**src/rtl/bullet_controller.sv**
```systemverilog
// rtl/bullet_controller.sv - single-bullet launcher: spawn at tank muzzle, fly, explode, cool down.
module bullet_controller #(
    parameter int BULLET_SPEED    = 4,
    parameter int MUZZLE_OFFSET   = 12,
    parameter int BULLET_SIZE     = 2,
    parameter int MAX_RANGE       = 120,
    parameter int EXPLODE_FRAMES  = 8,
    parameter int COOLDOWN_FRAMES = 30,
    parameter int X_MAX           = 639,
    parameter int Y_MAX           = 479
) (
    input  logic       frame_clk,
    input  logic       Reset,
    input  logic       fire,
    input  logic [9:0] TankX,
    input  logic [9:0] TankY,
    input  logic [1:0] TankDir,
    input  logic       bullet_collision,
    output logic [9:0] BulletX,
    output logic [9:0] BulletY,
    output logic [9:0] Bullet_Size,
    output logic       bullet_active,
    output logic       explode,
    output logic [7:0] shots_fired
);

    typedef enum logic [1:0] {
        S_IDLE,
        S_FLYING,
        S_EXPLODE,
        S_COOLDOWN
    } state_t;

    localparam logic signed [10:0] OFFSET_STEP  = 11'(MUZZLE_OFFSET);
    localparam logic signed [10:0] SPEED_STEP   = 11'(BULLET_SPEED);
    localparam logic [9:0]         X_LIMIT      = 10'(X_MAX);
    localparam logic [9:0]         Y_LIMIT      = 10'(Y_MAX);
    localparam logic [7:0]         RANGE_LAST   = 8'(MAX_RANGE - 1);
    localparam logic [7:0]         EXPLODE_LAST = 8'(EXPLODE_FRAMES - 1);
    localparam logic [7:0]         COOL_LAST    = 8'(COOLDOWN_FRAMES - 1);

    state_t     state, state_n;
    logic [1:0] dir_q, dir_n;
    logic [9:0] pos_x_q, pos_x_n;
    logic [9:0] pos_y_q, pos_y_n;
    logic [7:0] range_q, range_n;
    logic [7:0] timer_q, timer_n;
    logic [7:0] shots_q, shots_n;
    logic       fire_prev;

    logic              fire_edge;
    logic signed [10:0] spawn_x, spawn_y, move_x, move_y;
    logic              spawn_oob, move_oob;

    // Horizontal component only moves for right (01) and left (11).
    function automatic logic signed [10:0] shift_x(input logic [9:0] p, input logic [1:0] d,
                                                    input logic signed [10:0] amt);
        case (d)
            2'b01:   shift_x = $signed({1'b0, p}) + amt;
            2'b11:   shift_x = $signed({1'b0, p}) - amt;
            default: shift_x = $signed({1'b0, p});
        endcase
    endfunction

    function automatic logic signed [10:0] shift_y(input logic [9:0] p, input logic [1:0] d,
                                                    input logic signed [10:0] amt);
        case (d)
            2'b00:   shift_y = $signed({1'b0, p}) - amt;
            2'b10:   shift_y = $signed({1'b0, p}) + amt;
            default: shift_y = $signed({1'b0, p});
        endcase
    endfunction

    // Negative results carry the sign bit; anything else is checked against the screen edge.
    function automatic logic off_screen(input logic signed [10:0] v, input logic [9:0] lim);
        off_screen = v[10] | (v[9:0] > lim);
    endfunction

    assign fire_edge = fire & ~fire_prev;
    assign spawn_x   = shift_x(TankX, TankDir, OFFSET_STEP);
    assign spawn_y   = shift_y(TankY, TankDir, OFFSET_STEP);
    assign move_x    = shift_x(pos_x_q, dir_q, SPEED_STEP);
    assign move_y    = shift_y(pos_y_q, dir_q, SPEED_STEP);
    assign spawn_oob = off_screen(spawn_x, X_LIMIT) | off_screen(spawn_y, Y_LIMIT);
    assign move_oob  = off_screen(move_x, X_LIMIT) | off_screen(move_y, Y_LIMIT);

    always_ff @(posedge frame_clk or posedge Reset) begin
        if (Reset) begin
            state     <= S_IDLE;
            dir_q     <= 2'b00;
            pos_x_q   <= 10'd0;
            pos_y_q   <= 10'd0;
            range_q   <= 8'd0;
            timer_q   <= 8'd0;
            shots_q   <= 8'd0;
            fire_prev <= 1'b0;
        end else begin
            state     <= state_n;
            dir_q     <= dir_n;
            pos_x_q   <= pos_x_n;
            pos_y_q   <= pos_y_n;
            range_q   <= range_n;
            timer_q   <= timer_n;
            shots_q   <= shots_n;
            fire_prev <= fire;
        end
    end

    always_comb begin
        state_n = state;
        dir_n   = dir_q;
        pos_x_n = pos_x_q;
        pos_y_n = pos_y_q;
        range_n = range_q;
        timer_n = timer_q;
        shots_n = shots_q;
        case (state)
            S_IDLE: begin
                if (fire_edge) begin
                    shots_n = shots_q + 8'd1;
                    dir_n   = TankDir;
                    range_n = 8'd0;
                    timer_n = 8'd0;
                    if (spawn_oob) begin
                        state_n = S_COOLDOWN;
                    end else begin
                        state_n = S_FLYING;
                        pos_x_n = spawn_x[9:0];
                        pos_y_n = spawn_y[9:0];
                    end
                end
            end
            S_FLYING: begin
                if (bullet_collision) begin
                    state_n = S_EXPLODE;
                    timer_n = 8'd0;
                end else if (move_oob || range_q == RANGE_LAST) begin
                    state_n = S_COOLDOWN;
                    timer_n = 8'd0;
                end else begin
                    pos_x_n = move_x[9:0];
                    pos_y_n = move_y[9:0];
                    range_n = range_q + 8'd1;
                end
            end
            S_EXPLODE: begin
                if (timer_q == EXPLODE_LAST) begin
                    state_n = S_COOLDOWN;
                    timer_n = 8'd0;
                end else begin
                    timer_n = timer_q + 8'd1;
                end
            end
            S_COOLDOWN: begin
                if (timer_q == COOL_LAST) begin
                    state_n = S_IDLE;
                    timer_n = 8'd0;
                end else begin
                    timer_n = timer_q + 8'd1;
                end
            end
            default: state_n = S_IDLE;
        endcase
    end

    // Position is only visible while a bullet or its explosion is on screen.
    assign BulletX       = (state == S_FLYING || state == S_EXPLODE) ? pos_x_q : 10'd0;
    assign BulletY       = (state == S_FLYING || state == S_EXPLODE) ? pos_y_q : 10'd0;
    assign Bullet_Size   = 10'(BULLET_SIZE);
    assign bullet_active = (state == S_FLYING);
    assign explode       = (state == S_EXPLODE);
    assign shots_fired   = shots_q;

endmodule

```
**config.mk**
```make
export PLATFORM = sky130hd
export DESIGN_NAME = bullet_controller
export DESIGN_NICKNAME = d
export VERILOG_FILES = /design/src/rtl/bullet_controller.sv
export SDC_FILE = /design/constraint.sdc
export NUM_CORES = 1
export LEC_CHECK = 0
export ABC_AREA = 1
export ABC_CLOCK_PERIOD_IN_PS = 3100
export CORE_MARGIN = 5
export CORE_UTILIZATION = 52
export CTS_BUF_LIST = sky130_fd_sc_hd__clkbuf_4
export CTS_CLUSTER_DIAMETER = 60
export DETAILED_ROUTE_END_ITERATION = 12
export HOLD_SLACK_MARGIN = 0.02
export PLACE_DENSITY = 0.84
export SLEW_MARGIN = 5
export SYNTH_ARGS = -nofsm -noshare
export SYNTH_HDL_FRONTEND = slang
export SYNTH_SLANG_ARGS = --single-unit
```
**constraint.sdc**
```tcl
create_clock -name frame_clk -period 3.1 [get_ports frame_clk]
set_input_delay 0.31 -clock frame_clk [delete_from_list [all_inputs] [get_ports frame_clk]]
set_output_delay 0.31 -clock frame_clk [all_outputs]
set_load 0.1 [all_outputs]
```
# Word level (Yosys, flattened, before mapping)
# Index checks and enable logic that the tools add are counted.
# classes
n_lt_le_gt_ge	4
eq_ne	19
mux	32
bitwise	8
n_reduce_logical	11
addsub	11
# ops
cell	count
two-way mux 10 bit	10
one-hot mux 11 bit (2 select lines)	4
two-way mux 8 bit	7
one-hot mux 10 bit (2 select lines)	2
one-hot mux 8 bit (4 select lines)	1
adder 8 x 1 -> 8 bit, second input constant	3
adder 10 x 3 -> 11 bit, second input constant	2
adder 10 x 4 -> 11 bit, second input constant	2
subtractor 10 x 3 -> 11 bit, second input constant	2
subtractor 10 x 4 -> 11 bit, second input constant	2
greater-than comparator 10 bit, second input constant	2
greater-than comparator 10 x 9 -> 1 bit, second input constant	2
one-hot mux 8 bit (2 select lines)	1
equality test 2 bit, second input constant	6
two-way mux 2 bit	6
inequality test 2 bit, second input constant	5
equality test 8 x 3 -> 1 bit, second input constant	1
equality test 8 x 5 -> 1 bit, second input constant	1
equality test 8 x 7 -> 1 bit, second input constant	1
one-hot mux 2 bit (4 select lines)	1
AND reduction 4 bit	2
equality test 2 x 1 -> 1 bit, second input constant	3
logical NOT 2 bit	3
OR 1 bit	6
8 further kinds	10
# word_totals
elab_cells	93
in_bits	26
out_inout_bits	40
reg_bits	49

# Depth between registers and ports, before layout
# logic_depth
depth_word	9
ltp_mapped	24
mapped_depth_nobuf	21

# Worst setup path after synthesis
# Ideal clock, no wire load.
# synth_path
kind	register to register
startpoint	reg dir_q[0]
endpoint	reg pos_x_q[2]
arrival_time_ns	2.943
path_buffers	4
setup_slack_ns	0.040
t_required_ns	2.983
path_stages_with_launch	24
synth_period_minus_slack_ns	3.060
setup_ns	0.117
path_cell_list	dfrtp_1 -> buf_4 -> buf_2 -> buf_1 -> nor2_1 -> inv_1 -> ha_1 -> nand2_1 -> nand2_1 -> nand2_1 -> nand3_1 -> nand2_1 -> nand2_1 -> a21oi_1 -> nand2_1 -> nand2_1 -> nor2_1 -> nor2_1 -> nand2_1 -> a21oi_4 -> nand2_4 -> buf_6 -> nand2_1 -> nand2_1
# synth_between
elab_chain_cells	8
word_cells_on_any_way	17
classes_between	order compare: 2; eq/ne: 4; mux: 5; bitwise: 3; reduce/logical: 3
# synth_lines
element	line	source
start: declaration	43	logic [1:0] dir_q, dir_n;
start signal: assignment	99	dir_q <= dir_n;
equality test 2 bit, or another cell as far along	58	case (d)
one-hot mux 11 bit (2 select lines) (on tied branches)	58, 67	
greater-than comparator 10 bit / greater-than comparator 10 x 9 -> 1 bit (equally long branches)	76	off_screen = v[10] | (v[9:0] > lim);
OR 1 bit	76	
OR 1 bit	85	assign move_oob = off_screen(move_x, X_LIMIT) | off_screen(move_y, Y_LIMIT);
logical OR 1 bit	137	end else if (move_oob || range_q == RANGE_LAST) begin
inequality test 2 bit (no source line)	-	
AND reduction 5 bit (no source line)	-	
end signal: assignment	100	pos_x_q <= pos_x_n;
end: declaration	44	logic [9:0] pos_x_q, pos_x_n;
# Several ways; a longest one is shown, not always the timed one. The select of a mux whose other input is x is not followed.
# A chain may end at the register's enable or synchronous reset.

# Worst setup path in the final report
# layout_path
startpoint	reg dir_q[0]
endpoint	reg pos_x_q[9]
# The elaborated chain is that of the path after synthesis.

==> flow_summary.ini <==
[logic_synthesis]
synth_edf_count = 0
netlist_area_um2 = 4840
async_flop_share_pct = 100
synth-seq-cells = 49
synth.distinct_cells = 47
synth.top_cell.area_share_pct = 25.3
yosysTopAreaCell = dfrtp_1
yosysWarnings = 0
ys_dominant_reg_cell = dfrtp_1
synth_area_leaders = dfrtp_1 25%, nand2_1 22%, inv_1 8.9%
avgSynthCellArea_um2 = 6.11
postSynthCellCount = 792
synth-seq-area-share_pct = 25.3

[timing]
setup_viol = 0
hold_viol = 0
finalCriticalPeriod_ns = 2.84
finClkSkew_ns = 0.0127
max_freq_mhz = 352
finalSetupTns_ns = 0
final_max_slew_viol_count = 0
rsz0062_at_grt = false
worst_slew_pin_slew_ns = 1.00
finalCritPeriodShare_pct = 91.7
max_slew_margin_pct = 32.9

[place]
dp.cells = 952
port_buffers = 55
place_hpwl_mm = 9.04
gp_congestion = 0.980

[worst_setup_path]
r2r_cells = 19
critPathCaptureType = flip-flop
worstPathRequired_ns = 3.38
cp_max_fo = 7
cp-start-kind = flip-flop
worstPathArrival_ns = 3.12
rrSetupSlack_ns = 0.26
critPathKind = flip-flop to flip-flop
rr_endpoint = pos_x_q[9]
worstReg2RegStart = dir_q[0]

[route]
wire_per_inst_um = 12.1
firstDrtPassIters = 5
drc = 0
viasPerCell = 5.15
finalWirelength_mm = 11.6
drtIter0Drc = 331
antenna_left = 0
via_count = 4950

[clock_network]
cts_made_buffers = 5
cts_htree_levels = 2
postCtsSetupRepairBufs = 0
hold_buffers = 0
cts.path.max_buffers = 2
clock_sinks = 49
clockRootBuffer = clkbuf_4
clk_latency_ns = 0.37
cts_tree = done
path_clk_slew_ns = 0.14

[layout]
syn2layout_area_growth_pct = 14.6
finalNonFillerCells = 961
n_antenna_cell = 0
nets = 900
n_fill_cell = 862
drive_gt1_share_pct = 8.94

[global_routing]
grt_max_degree = 50
antenna_found_initial = 0
grt_pass1_vias = 4339
grt_overflow = 0
grtUsageTotal_pct = 20.4
grt_pass1_wl_mm = 19.5

[worst_hold_path]
hp-class = input pin to flip-flop
hold_depth = 1
hp-start = fire
worstHoldEndpoint = fire_prev

[floorplanning]
die_y_um = 106
start_util_pct = 52.9
die_x_um = 106
core_um2 = 9150
placementRows = 35
ioPinCount = 66
dieArea_um2 = 11300

[power]
power.static_leakage_uw = 0.00319
power_density_nw_per_um2 = 1100
ir_worst_vdd_uv = 614

[run_status]
status = finished, final reports clean

[run]
max_cap_viol_count = 0
[state kept, by name (all words and copies together), names as in the netlist]
register / cells
dir_q: 2
fire_prev: 1
pos_x_q: 10
pos_y_q: 10
range_q: 8
shots_fired: 8
state: 2
timer_q: 8
[worst max path at each step]
stage | endpoint | cells after the start | start | slack [ns]
2_1_floorplan | pos_x_q[2] | 23 | dir_q[0] | 0.04
3_3_place_gp | pos_y_q[1] | 14 | TankDir[1] | 0.11
3_5_place_dp | pos_y_q[0] | 15 | TankDir[1] | 0.05
4_1_cts | pos_y_q[6] | 20 | dir_q[1] | 0.12
5_1_grt | pos_y_q[4] | 19 | dir_q[0] | 0.02
6_report | pos_x_q[9] | 19 | dir_q[0] | 0.26
[stage by stage]
stage | cell area, µm² | setup slack (ns) | util, % | power, µW | hold WS (ns)
floorplan | 4870 | 0.0398 | - | 4670 | 0.341
global placement | 5420 | 0.106 | 59.2 | 5570 | 0.454
detailed placement | 5420 | 0.0485 | 59.2 | 5600 | 0.473
CTS | 5500 | 0.118 | 60.1 | 5990 | 0.424
global route | 5550 | 0.0158 | 60.6 | 6610 | 0.418
finish | 5550 | 0.257 | 60.6 | 6090 | 0.444
[worst max-delay path, stage by stage (launching register included)]
cell	delay, ns
dfrtp_2	0.47
nor2_4	0.15
inv_2	0.10
ha_1	0.35
nand2_1	0.09
nand2_1	0.06
nand2_1	0.08
nand3_1	0.08
nand2_1	0.09
nand2_1	0.07
a21oi_2	0.14
nand2_1	0.06
nand2_1	0.06
nor2_1	0.05
nor2_2	0.13
nand2_1	0.13
a21oi_4	0.29
nand2_2	0.18
nand2_1	0.11
nand2_1	0.05
[cells in the final DEF, fill, tap and decap left out, types with 6 or more instances in the layout]
cell	Yosys	final
nand2_1	283	283
inv_1	115	113
nand3_1	74	74
nor2_1	64	62
dfrtp_1	49	48
o21ai_0	41	40
buf_4	14	36
clkdlybuf4s50_1	0	32
a21oi_1	24	23
ha_1	23	22
xor2_1	14	14
conb_1	2	10
nand4_1	8	8
nand2_2	7	7
nor3_1	6	6
[power breakdown]
group          internal (µW)  switching (µW)  total, µW
combinational           1290            3360       4650
sequential               835             236       1070
clock                    167             206        373
total                   2290            3800       6090
[cell families (layout without fill, tap and decap cells)]
kind of cell,after synthesis,in the layout,share of synthesized area [%]
DFF,49,49,25.3
AOI/OAI and AO/OA,89,89,10.6
adders and majority gates,25,25,6.77
other,2,10,0.155
and+or+nand+nor,460,461,40.3
buffers and inverters,148,197,13.4
xor gates and xnor gates,19,19,3.44
[timing repair]
action,CTS,global route
endpoints found under the setup margin,0,31
gates resized for setup,0,14
endpoints found under the hold margin,0,0
[metal layers]
metal,routed length (µm),part of all wire (%),GRT usage [%]
met1,5450,47,28.4
met2,5380,46,34.2
met3,619,5.3,1.94
met4,169,1.5,4.75
met5,0,0,0
[Yosys cell counts (all sizes together), types with 3 or more instances]
master	n
nand2	292
nand3	75
xor2	14
nor3	7
o21ai	45
dfrtp	49
o22ai	3
a21oi	26
clkbuf	9
nand4	8
ha	23
nor2	66
buf	21
a21boi	3
inv	118
xnor2	5
nand3b	6
a31oi	4
[final cells by class]
cell class,instances,area [µm²],area share [%]
multi-input cells,604,3020,54.5
flip-flops and latches,49,1230,22.1
repair buffers,71,633,11.4
inverters,118,445,8.03
well taps,111,139,2.50
clock inverters,3,41.3,0.744
clock buffers,5,37.5,0.677
Power figures use the tool's default switching activity.
